**config.mk**
```make
export PLATFORM = sky130hd
export DESIGN_NAME = tick_generator
export DESIGN_NICKNAME = d
export VERILOG_FILES = /design/src/rtl/tickgen_pkg.sv /design/src/rtl/tickgen_channel.sv /design/src/rtl/tick_generator.sv
export SDC_FILE = /design/constraint.sdc
export NUM_CORES = 1
export LEC_CHECK = 0
export BUFFER_PORTS_ARGS = -buffer_cell sky130_fd_sc_hd__buf_2
export CORE_MARGIN = 3
export CORE_UTILIZATION = 50
export CTS_CLUSTER_DIAMETER = 100
export DETAILED_ROUTE_END_ITERATION = 10
export MAX_ROUTING_LAYER = met4
export PLACE_DENSITY = 0.68
export SLEW_MARGIN = 20
export SYNTH_ARGS = -nofsm -noshare
export SYNTH_HDL_FRONTEND = slang
export SYNTH_SLANG_ARGS = --single-unit
```
**constraint.sdc**
```tcl
create_clock -name src_clk -period 2.3 [get_ports src_clk]
set_input_delay 0.115 -clock src_clk [delete_from_list [all_inputs] [get_ports src_clk]]
set_output_delay 0.115 -clock src_clk [all_outputs]
set_load 0.02 [all_outputs]
```
**src/rtl/tickgen_pkg.sv**
```systemverilog
// Shared constants and helpers for the tick generator.
// Board half-periods assume a 100 MHz src_clk.
package tickgen_pkg;

    localparam int CNT_W_DEF = 26;

    localparam int HALF_1HZ  = 50_000_000;
    localparam int HALF_2HZ  = 25_000_000;
    localparam int HALF_4HZ  = 12_500_000;
    localparam int HALF_50HZ = 1_000_000;

    // A half-period of 0 would never wrap; treat it as 1 (toggle every cycle).
    function automatic logic [63:0] clamp_half(input logic [63:0] h);
        return (h == 64'd0) ? 64'd1 : h;
    endfunction

endpackage

```
**src/rtl/tickgen_channel.sv**
```systemverilog
// One divider channel: counter, active/pending half-period, tick and square wave.
// Pending-load registers exist only with TICKGEN_RUNTIME_CFG_EN defined.
module tickgen_channel
    import tickgen_pkg::*;
#(
    parameter int               CNT_W = CNT_W_DEF,
    parameter logic [CNT_W-1:0] DEF   = CNT_W'(1)
) (
    input  logic             clk_i,
    input  logic             rst_ni,
    input  logic             run_i,
    input  logic             sync_clr_i,
`ifdef TICKGEN_RUNTIME_CFG_EN
    input  logic             ld_i,
    input  logic [CNT_W-1:0] ld_val_i,
    output logic             pend_o,
`endif
    output logic             tick_o,
    output logic             clk_o
);

    localparam logic [CNT_W-1:0] DEF_C = CNT_W'(clamp_half(64'(DEF)));

    logic [CNT_W-1:0] cnt_q, cnt_d;
    logic             clk_q, clk_d;
    logic             tick_q, tick_d;
    logic [CNT_W-1:0] half;
    logic             wrap;

`ifdef TICKGEN_RUNTIME_CFG_EN
    logic [CNT_W-1:0] half_q, half_d;
    logic [CNT_W-1:0] pval_q, pval_d;
    logic             pend_q, pend_d;
    assign half   = half_q;
    assign pend_o = pend_q;
`else
    assign half = DEF_C;
`endif

    assign wrap = (cnt_q == half - CNT_W'(1));

    always_comb begin
        cnt_d  = cnt_q;
        clk_d  = clk_q;
        tick_d = 1'b0;
`ifdef TICKGEN_RUNTIME_CFG_EN
        half_d = half_q;
        pval_d = pval_q;
        pend_d = pend_q;
`endif
        if (sync_clr_i) begin
            cnt_d = '0;
            clk_d = 1'b0;
`ifdef TICKGEN_RUNTIME_CFG_EN
            // A load is only accepted with pend clear, so these never collide.
            if (ld_i)        half_d = ld_val_i;
            else if (pend_q) half_d = pval_q;
            pend_d = 1'b0;
`endif
        end else if (run_i) begin
            if (wrap) begin
                cnt_d  = '0;
                clk_d  = ~clk_q;
                tick_d = 1'b1;
`ifdef TICKGEN_RUNTIME_CFG_EN
                if (pend_q) begin
                    half_d = pval_q;
                    pend_d = 1'b0;
                end
`endif
            end else begin
                cnt_d = cnt_q + CNT_W'(1);
            end
        end
`ifdef TICKGEN_RUNTIME_CFG_EN
        if (ld_i && !sync_clr_i) begin
            pend_d = 1'b1;
            pval_d = ld_val_i;
        end
`endif
    end

    always_ff @(posedge clk_i or negedge rst_ni) begin
        if (!rst_ni) begin
            cnt_q  <= '0;
            clk_q  <= 1'b0;
            tick_q <= 1'b0;
`ifdef TICKGEN_RUNTIME_CFG_EN
            half_q <= DEF_C;
            pval_q <= '0;
            pend_q <= 1'b0;
`endif
        end else begin
            cnt_q  <= cnt_d;
            clk_q  <= clk_d;
            tick_q <= tick_d;
`ifdef TICKGEN_RUNTIME_CFG_EN
            half_q <= half_d;
            pval_q <= pval_d;
            pend_q <= pend_d;
`endif
        end
    end

    assign tick_o = tick_q;
    assign clk_o  = clk_q;

endmodule

```
**src/rtl/tick_generator.sv**
```systemverilog
// Multi-channel tick / square-wave divider with optional runtime half-period loads.
// Runtime configuration is compiled in with TICKGEN_RUNTIME_CFG_EN.
module tick_generator
    import tickgen_pkg::*;
#(
    parameter int                      NUM_CH   = 4,
    parameter int                      CNT_W    = CNT_W_DEF,
    parameter logic [NUM_CH*CNT_W-1:0] DEF_HALF = {NUM_CH{CNT_W'(1)}},
    localparam int                     CH_W     = (NUM_CH > 1) ? $clog2(NUM_CH) : 1
) (
    input  logic              src_clk,
    input  logic              reset,
    input  logic              run,
    input  logic              sync_clr,
    input  logic              cfg_valid,
    output logic              cfg_ready,
    input  logic [CH_W-1:0]   cfg_ch,
    input  logic [CNT_W-1:0]  cfg_half,
    output logic [NUM_CH-1:0] tick,
    output logic [NUM_CH-1:0] clk_out
);

`ifdef TICKGEN_RUNTIME_CFG_EN
    logic [NUM_CH-1:0] pend;
    logic [NUM_CH-1:0] ld;
    logic [CNT_W-1:0]  ld_val;

    assign ld_val = CNT_W'(clamp_half(64'(cfg_half)));

    // Out-of-range channels report ready and match no ld bit, so the load drops.
    always_comb begin
        cfg_ready = 1'b1;
        for (int i = 0; i < NUM_CH; i++)
            if (cfg_ch == CH_W'(i)) cfg_ready = !pend[i];
    end

    always_comb begin
        ld = '0;
        for (int i = 0; i < NUM_CH; i++)
            ld[i] = cfg_valid && cfg_ready && (cfg_ch == CH_W'(i));
    end
`else
    logic unused_cfg;
    assign unused_cfg = ^{cfg_valid, cfg_ch, cfg_half};
    assign cfg_ready  = 1'b0;
`endif

    for (genvar g = 0; g < NUM_CH; g++) begin : g_ch
        tickgen_channel #(
            .CNT_W (CNT_W),
            .DEF   (DEF_HALF[g*CNT_W +: CNT_W])
        ) u_ch (
            .clk_i      (src_clk),
            .rst_ni     (reset),
            .run_i      (run),
            .sync_clr_i (sync_clr),
`ifdef TICKGEN_RUNTIME_CFG_EN
            .ld_i       (ld[g]),
            .ld_val_i   (ld_val),
            .pend_o     (pend[g]),
`endif
            .tick_o     (tick[g]),
            .clk_o      (clk_out[g])
        );
    end

endmodule
```
==> run metrics, run 1 <==
PortBufs=11; status=complete, no violations; Final Hold Viols=0; clock root buffer master=clkbuf_16; Rows=39; Final period util=0.9233; Seq/Total Area, Yosys=0.4632; endpoints failing setup=0; # nets final=706; Power Density=slightly below 600 nW/um^2; starting density of the core=0.5210; Syn Nets=~700; Clk pwr share=0.447; synthesis-to-layout area growth=9.243%; H-Tree Level Count=3; CP max-delay cell=or4_1; CP startpoint kind=flip-flop; crit path max fanout=6; VDD IR-drop max=0.3391 mV; Avg Inst Size Synth=between 9 and 10 um^2; most frequent CP cell=or4_1; I/O pin count=42; combinational power share=0.043; most frequent cells in the layout=nor2_1 (112), dfrtp_1 (112), xnor2_1 (54); unrepaired setup endpoints after global routing=no; Worst Path Buf+Inv=0; CP endpoint kind=flip-flop; critical path class=flip-flop to flip-flop; Vias/cell=5.815; GRT Residual Overflow=0; maximum capacitance violations=0; Core ar.=approximately 12000 um^2; Worst path max stage delay=0.53 ns; top post-synthesis cells by area=dfrtp_1 (46%), xnor2_1 (7.8%), nor2_1 (6.9%); layout cells sized above 1=0.09254; CTS max path bufs=2; die height=116.0 um; CTS tree=done; Async S/R FF share, synth=1.000; antenna viol nets, final=0; number of buffers created by CTS=9; flops & latches, synth=between 100 and 150; die footprint=roughly 13000 um^2; Pre-antenna DRT Iters=4; switch share=0.2136; CP arrival=2.39 ns; DP HPWL=8.469 mm; worst endpoint required time=2.56 ns; gpl congestion=0.9000; Clock transition at path regs=0.07 ns; Least-Margin Pin Slew=0.6398 ns; Lkg Pwr=2.604 nW; Seq pwr share=0.510; Antenna Cells=0; area leader, netlist=dfrtp_1; wire per inst=15.39 um; clk_lat worst skew=0.35 ns; first-pass GRT wire length=21.62 mm; CP top delay family=simple AND/OR/NAND/NOR gates; Cell Int Power=between 3 and 4 mW; # DRC=0; Slew HR=0.5735; setup_tns=0 ns; initial drt markers=381; top cell type's share of synthesized area=0.4632; yosys warns=0; hold crit path type=input port to flip-flop; fin. max-slew vios=0; Switch Pwr=0.8325 mW; gr usage total=0.2042; final non-filler cell total=813; vias in the first global route=4513; Cell Area, Synth=6051 um^2; routed vias=4728; clock net sink count=112; CP Cell Sequence=nand3_2 -> or4_1 -> or3_4 -> or4_1 -> a21oi_1; Synth Flop Type=dfrtp_1; antenna violations before repair=0; Die Wd=between 100 and 150 um; Layout Skew=0.006562 ns; EDFF count, synth=0; fin crit period=2.124 ns; FMAX=470.9 MHz; Inst Count DP=796; Post-Synthesis Cells=662; final wirelength=between 10 and 15 mm; largest net degree at the start of global routing=50; Cell variety after synth=49
==> routing by layer <==
metal  wire length, um  global-route usage  part of all wire
met4               190             0.06187             0.015
met5                 0                   -                 0
met2              5759              0.3122              0.46
met1              6085              0.2811              0.49
met3               476             0.03342             0.038
==> registers in the layout, summed over array words and instances (netlist names) <==
signal,flops
g_ch.u_ch.clk_o,4
g_ch.u_ch.tick_o,4
g_ch.u_ch.cnt_q,104
==> final timing paths <==
path | endpoint | slack [ns] | cells past startpoint | startpoint
hold reg to reg | g_ch[2].u_ch.clk_o | 0.56 | 2 | g_ch[2].u_ch.clk_o
min in group asynchronous | g_ch[3].u_ch.cnt_q[20] | 0.32 | 2 | reset
hold / removal | g_ch[1].u_ch.clk_o | 0.14 | 2 | sync_clr
setup / recovery | g_ch[2].u_ch.cnt_q[22] | 0.18 | 5 | g_ch[2].u_ch.cnt_q[11]
setup reg to reg | g_ch[2].u_ch.cnt_q[22] | 0.18 | 5 | g_ch[2].u_ch.cnt_q[11]
max in group asynchronous | g_ch[0].u_ch.cnt_q[21] | 1.31 | 3 | reset
==> final cells by class <==
cell class,instances,area (um^2)
clock inverter,4,75.07
clock buffer,12,266.5
tap,143,178.9
inverter,18,67.56
timing repair buffer,31,235.2
multi-input combinational,493,2984
fill,1008,5004
sequential,112,2803
==> repair_timing <==
| action | in CTS | in global routing |
|---|---|---|
| hold endpoints to repair | 46 | 0 |
| hold buffers | 1 | 0 |
| resized for setup | 0 | 1 |
| setup endpoints to repair | 0 | 7 |
| setup buffers | 0 | 0 |
==> cell usage after synthesis (3+ instances only) <==
master,count
and3_1,13
dfrtp_1,112
or4_1,5
a31oi_1,4
xor2_1,27
nor4b_1,8
o21ai_0,15
buf_4,9
and4_1,10
nor4_1,34
nor2_1,112
a21oi_1,13
clkbuf_1,25
nor3_1,32
or2_2,6
nand3_1,37
nand4_1,29
xnor2_1,54
a31o_2,3
mux2i_1,3
o211ai_1,3
nand2_1,42
ha_1,8
a32o_1,6
inv_1,18
==> per-stage QoR <==
step | power (mW) | hold WS [ns] | util | setup slack (ns) | area (um^2)
after CTS | 3.957 | 0.1236 | 0.5686 | 0.1683 | 6604
after global placement | 2.192 | 0.1718 | 0.5384 | 0.2488 | 6252
after detailed placement | 2.196 | 0.1848 | 0.5384 | 0.1798 | 6252
final | 3.897 | 0.1435 | 0.5692 | 0.1764 | 6610
after global routing | 4.046 | 0.1660 | 0.5692 | 0.02590 | 6610
after floorplan | 2.124 | -0.1806 | - | 0.2127 | 6051
==> power by group through the flow <==
stage	combinational, mW	clock, mW	sequential [mW]
floorplan	0.101	0	2.02
global placement	0.168	0	2.02
detailed placement	0.171	0	2.02
CTS	0.173	1.80	1.99
global route	0.190	1.87	1.99
finish	0.168	1.74	1.99
==> logic make-up after synthesis <==
| logic type | after synthesis | synth area share |
|---|---|---|
| and+or+nand+nor | 345 | 0.2920 |
| DFF | 112 | 0.4632 |
| xor gates and xnor gates | 81 | 0.1172 |
| buffers and inverters | 57 | 0.04466 |
| AOI/OAI and AO/OA | 55 | 0.06079 |
| adders and majority gates | 8 | 0.01654 |
| muxes | 3 | 0.004963 |
| other | 1 | 0.0006198 |
(Power assumes the default switching activity.)
==> run 2: changes to the inputs <==
--- a/config.mk
+++ b/config.mk
@@ -7,11 +7,10 @@
 export LEC_CHECK = 0
 export BUFFER_PORTS_ARGS = -buffer_cell sky130_fd_sc_hd__buf_2
 export CORE_MARGIN = 3
-export CORE_UTILIZATION = 50
+export CORE_UTILIZATION = 40
 export CTS_CLUSTER_DIAMETER = 100
 export DETAILED_ROUTE_END_ITERATION = 10
 export MAX_ROUTING_LAYER = met4
-export PLACE_DENSITY = 0.68
 export SLEW_MARGIN = 20
 export SYNTH_ARGS = -nofsm -noshare
 export SYNTH_HDL_FRONTEND = slang
==> run metrics, run 2 (synthesis results as in run 1) <==
# DRC=0 (unchanged); maximum capacitance violations=0 (unchanged); number of buffers created by CTS=9 (unchanged); PortBufs=11 (unchanged); H-Tree Level Count=3 (unchanged); Critical R2R Launch=g_ch[2].u_ch.cnt_q[11]; R2R depth=5 (unchanged); register name with the most flops=g_ch.u_ch.cnt_q; Vias/cell=5.532 (-4.9%); largest net degree at the start of global routing=46 (-8.0%); FMAX=468.1 MHz (-0.59%); endpoints failing setup=0 (unchanged); # nets final=705 (-0.14%); Pre-antenna DRT Iters=4 (unchanged); crit path max fanout=6 (unchanged); post-place setup slack=0.1230 ns (-0.05679 ns); CP arrival=2.41 ns (+0.02 ns); layout cells sized above 1=0.08832 (-0.004214); I/O pin count=42 (unchanged); critical path class=flip-flop to flip-flop; Hold Crit Start=sync_clr; CP startpoint kind=flip-flop; Core ar.=14640 um^2 (+26%); synthesis-to-layout area growth=9.098%; final wirelength=12.63 mm (+0.97%); max reg flops=104 (unchanged); hold crit path type=input port to flip-flop; die footprint=16640 um^2 (+24%); fin crit period=2.136 ns (+0.01251 ns); GRT Residual Overflow=0 (unchanged); Final period util=0.9287 (+0.005440); setup_tns=0 ns (unchanged); status=complete, no violations; total power=3.708 mW (-4.9%); vias in the first global route=4644 (+2.9%); VDD IR-drop max=0.3708 mV (+9.3%); Worst Slack Setup Final=0.1639 ns (-0.01251 ns); Post-CTS Setup Bufs=0 (unchanged); DP HPWL=8.546 mm (+0.91%); routed vias=4713 (-0.32%); CP endpoint kind=flip-flop; Layout Skew=0.007797 ns (+0.001235 ns); Slew HR=0.6520 (+0.07851); clk_lat worst skew=0.35 ns (about the same); most frequent cells in the layout=nor2_1 (112), dfrtp_1 (112), xnor2_1 (54); Clock transition at path regs=0.07 ns (about the same); Least-Margin Pin Slew=0.5220 ns (-0.1178 ns); clock net sink count=112 (unchanged); Antenna Cells=0 (unchanged); Final Hold Viols=0 (unchanged); CTS max path bufs=2 (unchanged); starting density of the core=0.4132 (-0.1078); initial drt markers=385 (+1.0%); Hold Path End=g_ch[0].u_ch.cnt_q[24]; antenna violations before repair=0 (unchanged); die height=129.0 um (+11%); worst endpoint required time=2.58 ns (+0.02 ns); CTS tree=done; wire per inst=14.83 um (-3.7%); capturing point of the worst reg2reg path=g_ch[2].u_ch.cnt_q[24]; antenna viol nets, final=0 (unchanged); Crit. Startpoint=g_ch[2].u_ch.cnt_q[11]; first-pass GRT wire length=22.38 mm (+3.5%); Power Density=561.7 nW/um^2 (-4.7%); hold path depth=2 (unchanged); Die Wd=129.0 um (+11%); clock root buffer master=clkbuf_16; unrepaired setup endpoints after global routing=no; Rows=44 (+13%); gpl congestion=0.8612 (-4.3%); worst reg2reg setup slack=0.16 ns (about the same); fin. max-slew vios=0 (unchanged); gr usage total=0.1685 (-0.03569); Lkg Pwr=2.584 nW (-0.80%)
## run 2: worst max path at each step
stage | cells after the start | to | slack (ns)
finish | 5 | g_ch[2].u_ch.cnt_q[24] | 0.16
global route | 7 | g_ch[0].u_ch.cnt_q[4] | 0.03
CTS | 7 | g_ch[0].u_ch.cnt_q[13] | 0.12
detailed placement | 7 | g_ch[0].u_ch.cnt_q[13] | 0.12
global placement | 5 | g_ch[2].u_ch.cnt_q[22] | 0.21
floorplan | 9 | g_ch[3].u_ch.cnt_q[10] | 0.21
## run 2: routing by layer
layer | routed length, um | share of wire | global-route usage | vias to the layer above
met2 | 5852 | 0.46 | 0.2634 | 73
li1 | - | - | - | 2321
met1 | 6206 | 0.49 | 0.2212 | 2305
met5 | 0 | 0 | - | -
met3 | 388 | 0.031 | 0.03030 | 14
met4 | 186 | 0.015 | 0.05806 | 0
## run 2: layout make-up
type | count | area (um^2)
tap | 184 | 230.2
timing repair buffer | 30 | 227.7
clock inverter | 4 | 45.04
inverter | 18 | 67.56
sequential | 112 | 2803
multi-input combinational | 493 | 2985
fill | 1425 | 8043
clock buffer | 11 | 242.7
## run 2: repair_timing
action | CTS | global route
setup endpoints to repair | 0 | 20
resized for setup | 0 | 2
endpoints found under the hold margin | 26 | 0
hold buffers | 1 | 0
## run 2: critical path, cell delays in order (launching register included)
cell	delay, ns
dfrtp_1	0.45
nand3_2	0.10
or4_1	0.55
or3_4	0.38
or4_1	0.42
a21oi_1	0.15
## run 2: per-stage QoR
stage | utilization | area (um^2) | hold slack [ns] | std cells
floorplan | - | 6051 | -0.1806 | 662
global placement | 0.4299 | 6296 | 0.05576 | 836
detailed placement | 0.4299 | 6296 | 0.06150 | 836
CTS | 0.4503 | 6594 | 0.1925 | 852
global route | 0.4508 | 6601 | 0.2470 | 852
finish | 0.4508 | 6601 | 0.2038 | 852
## run 2: power breakdown
part / leakage, nW / internal (mW) / switching, mW
clock: 0.145 / 0.864 / 0.690
combinational: 0.881 / 0.0418 / 0.127
sequential: 1.56 / 1.98 / 0.00620
total: 2.58 / 2.88 / 0.823
==> run 3: changes to the inputs <==
--- a/config.mk
+++ b/config.mk
@@ -8,6 +8,7 @@
 export BUFFER_PORTS_ARGS = -buffer_cell sky130_fd_sc_hd__buf_2
 export CORE_MARGIN = 3
 export CORE_UTILIZATION = 40
+export CTS_BUF_LIST = sky130_fd_sc_hd__clkbuf_16
 export CTS_CLUSTER_DIAMETER = 100
 export DETAILED_ROUTE_END_ITERATION = 10
 export MAX_ROUTING_LAYER = met4
==> run metrics, run 3 (synthesis results as in run 1) <==
die footprint=16640 um^2 (unchanged); Lkg Pwr=2.582 nW (about the same); Slew HR=0.6519 (about the same); GRT Max-Usage Layer=met2; Rows=44 (unchanged); first-pass GRT wire length=22.38 mm (unchanged); critical path class=flip-flop to flip-flop; Core ar.=14640 um^2 (unchanged); Clock transition at path regs=0.07 ns (about the same); fin. max-slew vios=0 (unchanged); CP max-delay cell=or4_1; wire per inst=14.83 um (about the same); maximum capacitance violations=0 (unchanged); routed vias=4714 (+0.021%); H-Tree Level Count=3 (unchanged); vias in the first global route=4644 (unchanged); starting density of the core=0.4132 (unchanged); final core occ=0.4501 (-0.0006830); worst endpoint required time=2.58 ns (about the same); number of buffers created by CTS=9 (unchanged); # nets final=705 (unchanged); most frequent cells in the layout=nor2_1 (112), dfrtp_1 (112), xnor2_1 (54); crit path max fanout=6 (unchanged); CTS max path bufs=2 (unchanged); Worst path max stage delay=0.55 ns (about the same); Final Hold Viols=0 (unchanged); GRT Residual Overflow=0 (unchanged); I/O pin count=42 (unchanged); CP startpoint kind=flip-flop; endpoints failing setup=0 (unchanged); Layout Skew=0.007143 ns (-0.0006546 ns); synthesis-to-layout area growth=8.933%; clk_lat worst skew=0.35 ns (about the same); die height=129.0 um (unchanged); antenna viol nets, final=0 (unchanged); met1 usage=0.2212 (unchanged); Power Density=556.7 nW/um^2 (-0.89%); gpl congestion=0.8612 (unchanged); M3 GR Usage=0.03030 (unchanged); PortBufs=11 (unchanged); fin crit period=2.135 ns (-0.0009970 ns); FMAX=468.4 MHz (about the same); CP arrival=2.41 ns (about the same); gr usage total=0.1685 (unchanged); DP HPWL=8.546 mm (unchanged); CTS tree=done; status=complete, no violations; register name with the most flops=g_ch.u_ch.cnt_q; max reg flops=104 (unchanged); Worst Hold Margin=0.2041 ns (+0.0003040 ns); # DRC=0 (unchanged); CP endpoint kind=flip-flop; largest net degree at the start of global routing=46 (unchanged); VDD IR-drop max=0.3697 mV (-0.31%); clock net sink count=112 (unchanged); hold crit path type=input port to flip-flop; initial drt markers=385 (unchanged); Antenna Cells=0 (unchanged); Final period util=0.9283 (about the same); setup_tns=0 ns (unchanged); Vias/cell=5.533 (about the same); Die Wd=129.0 um (unchanged); clock root buffer master=clkbuf_16; unrepaired setup endpoints after global routing=no; layout cells sized above 1=0.08683 (-0.001497); Least-Margin Pin Slew=0.5221 ns (+0.00004417 ns); antenna violations before repair=0 (unchanged); Pre-antenna DRT Iters=4 (unchanged); most frequent CP cell=or4_1; CP Cell Sequence=nand3_2 -> or4_1 -> or3_4 -> or4_1 -> a21oi_1; final wirelength=12.63 mm (about the same); met2 GRT Util=0.2634 (unchanged)
## run 3: cell types whose count changed in the layout (fill, tap and decap cells not counted), sizes merged
| cell | previous run | this run |
|---|---|---|
| clkbuf | 11 | 9 |
| clkinv | 3 | 4 |
| inv | 18 | 19 |
## run 3: report_power, final
group,switching (mW),internal [mW]
Combinational,0.127,0.0418
Sequential,0.00620,1.98
Clock,0.689,0.826
Total,0.823,2.85
## run 3: layout make-up
| cell class | instances | area [um^2] |
|---|---|---|
| tap | 184 | 230.2 |
| timing repair buffer | 30 | 227.7 |
| sequential | 112 | 2803 |
| clock inverter | 6 | 52.55 |
| multi-input combinational | 493 | 2985 |
| fill | 1426 | 8053 |
| inverter | 18 | 67.56 |
| clock buffer | 9 | 225.2 |
## run 3: worst max-delay path: cells and delay by family (launching register included)
kind	cells	cell delay, ns
flops	1	0.45
compound gates	1	0.15
simple gates	4	1.45
## run 3: final timing paths
check                                  startpoint                endpoint  slack (ns)  cells after the start
setup reg to reg           g_ch[2].u_ch.cnt_q[11]  g_ch[2].u_ch.cnt_q[24]        0.16                      5
min in group asynchronous                   reset  g_ch[0].u_ch.cnt_q[14]        0.22                      2
setup / recovery           g_ch[2].u_ch.cnt_q[11]  g_ch[2].u_ch.cnt_q[24]        0.16                      5
hold reg to reg                g_ch[0].u_ch.clk_o      g_ch[0].u_ch.clk_o        0.54                      2
hold / removal                           sync_clr  g_ch[0].u_ch.cnt_q[24]        0.20                      2
max in group asynchronous                   reset   g_ch[3].u_ch.cnt_q[0]        1.21                      3
## run 3: repair_timing
item / CTS / global route
setup buffers: 0 / 0
gates resized for setup: 0 / 2
endpoints found under the setup margin: 0 / 20
hold buffers: 1 / 0
endpoints found under the hold margin: 26 / 0
## run 3: metrics by stage
stage	area, um^2	setup WS (ns)	instances	total power [mW]
after detailed placement	6296	0.1230	836	2.196
after CTS	6584	0.1171	852	3.725
after global placement	6296	0.2100	836	2.194
after global routing	6591	0.03240	852	3.826
final	6591	0.1649	852	3.669
after floorplan	6051	0.2127	662	2.124
## run 3: metal layers
layer / wire [um] / vias up
li1: - / 2321
met1: 6207 / 2308
met2: 5855 / 71
met3: 385 / 14
met4: 186 / 0
met5: 0 / -
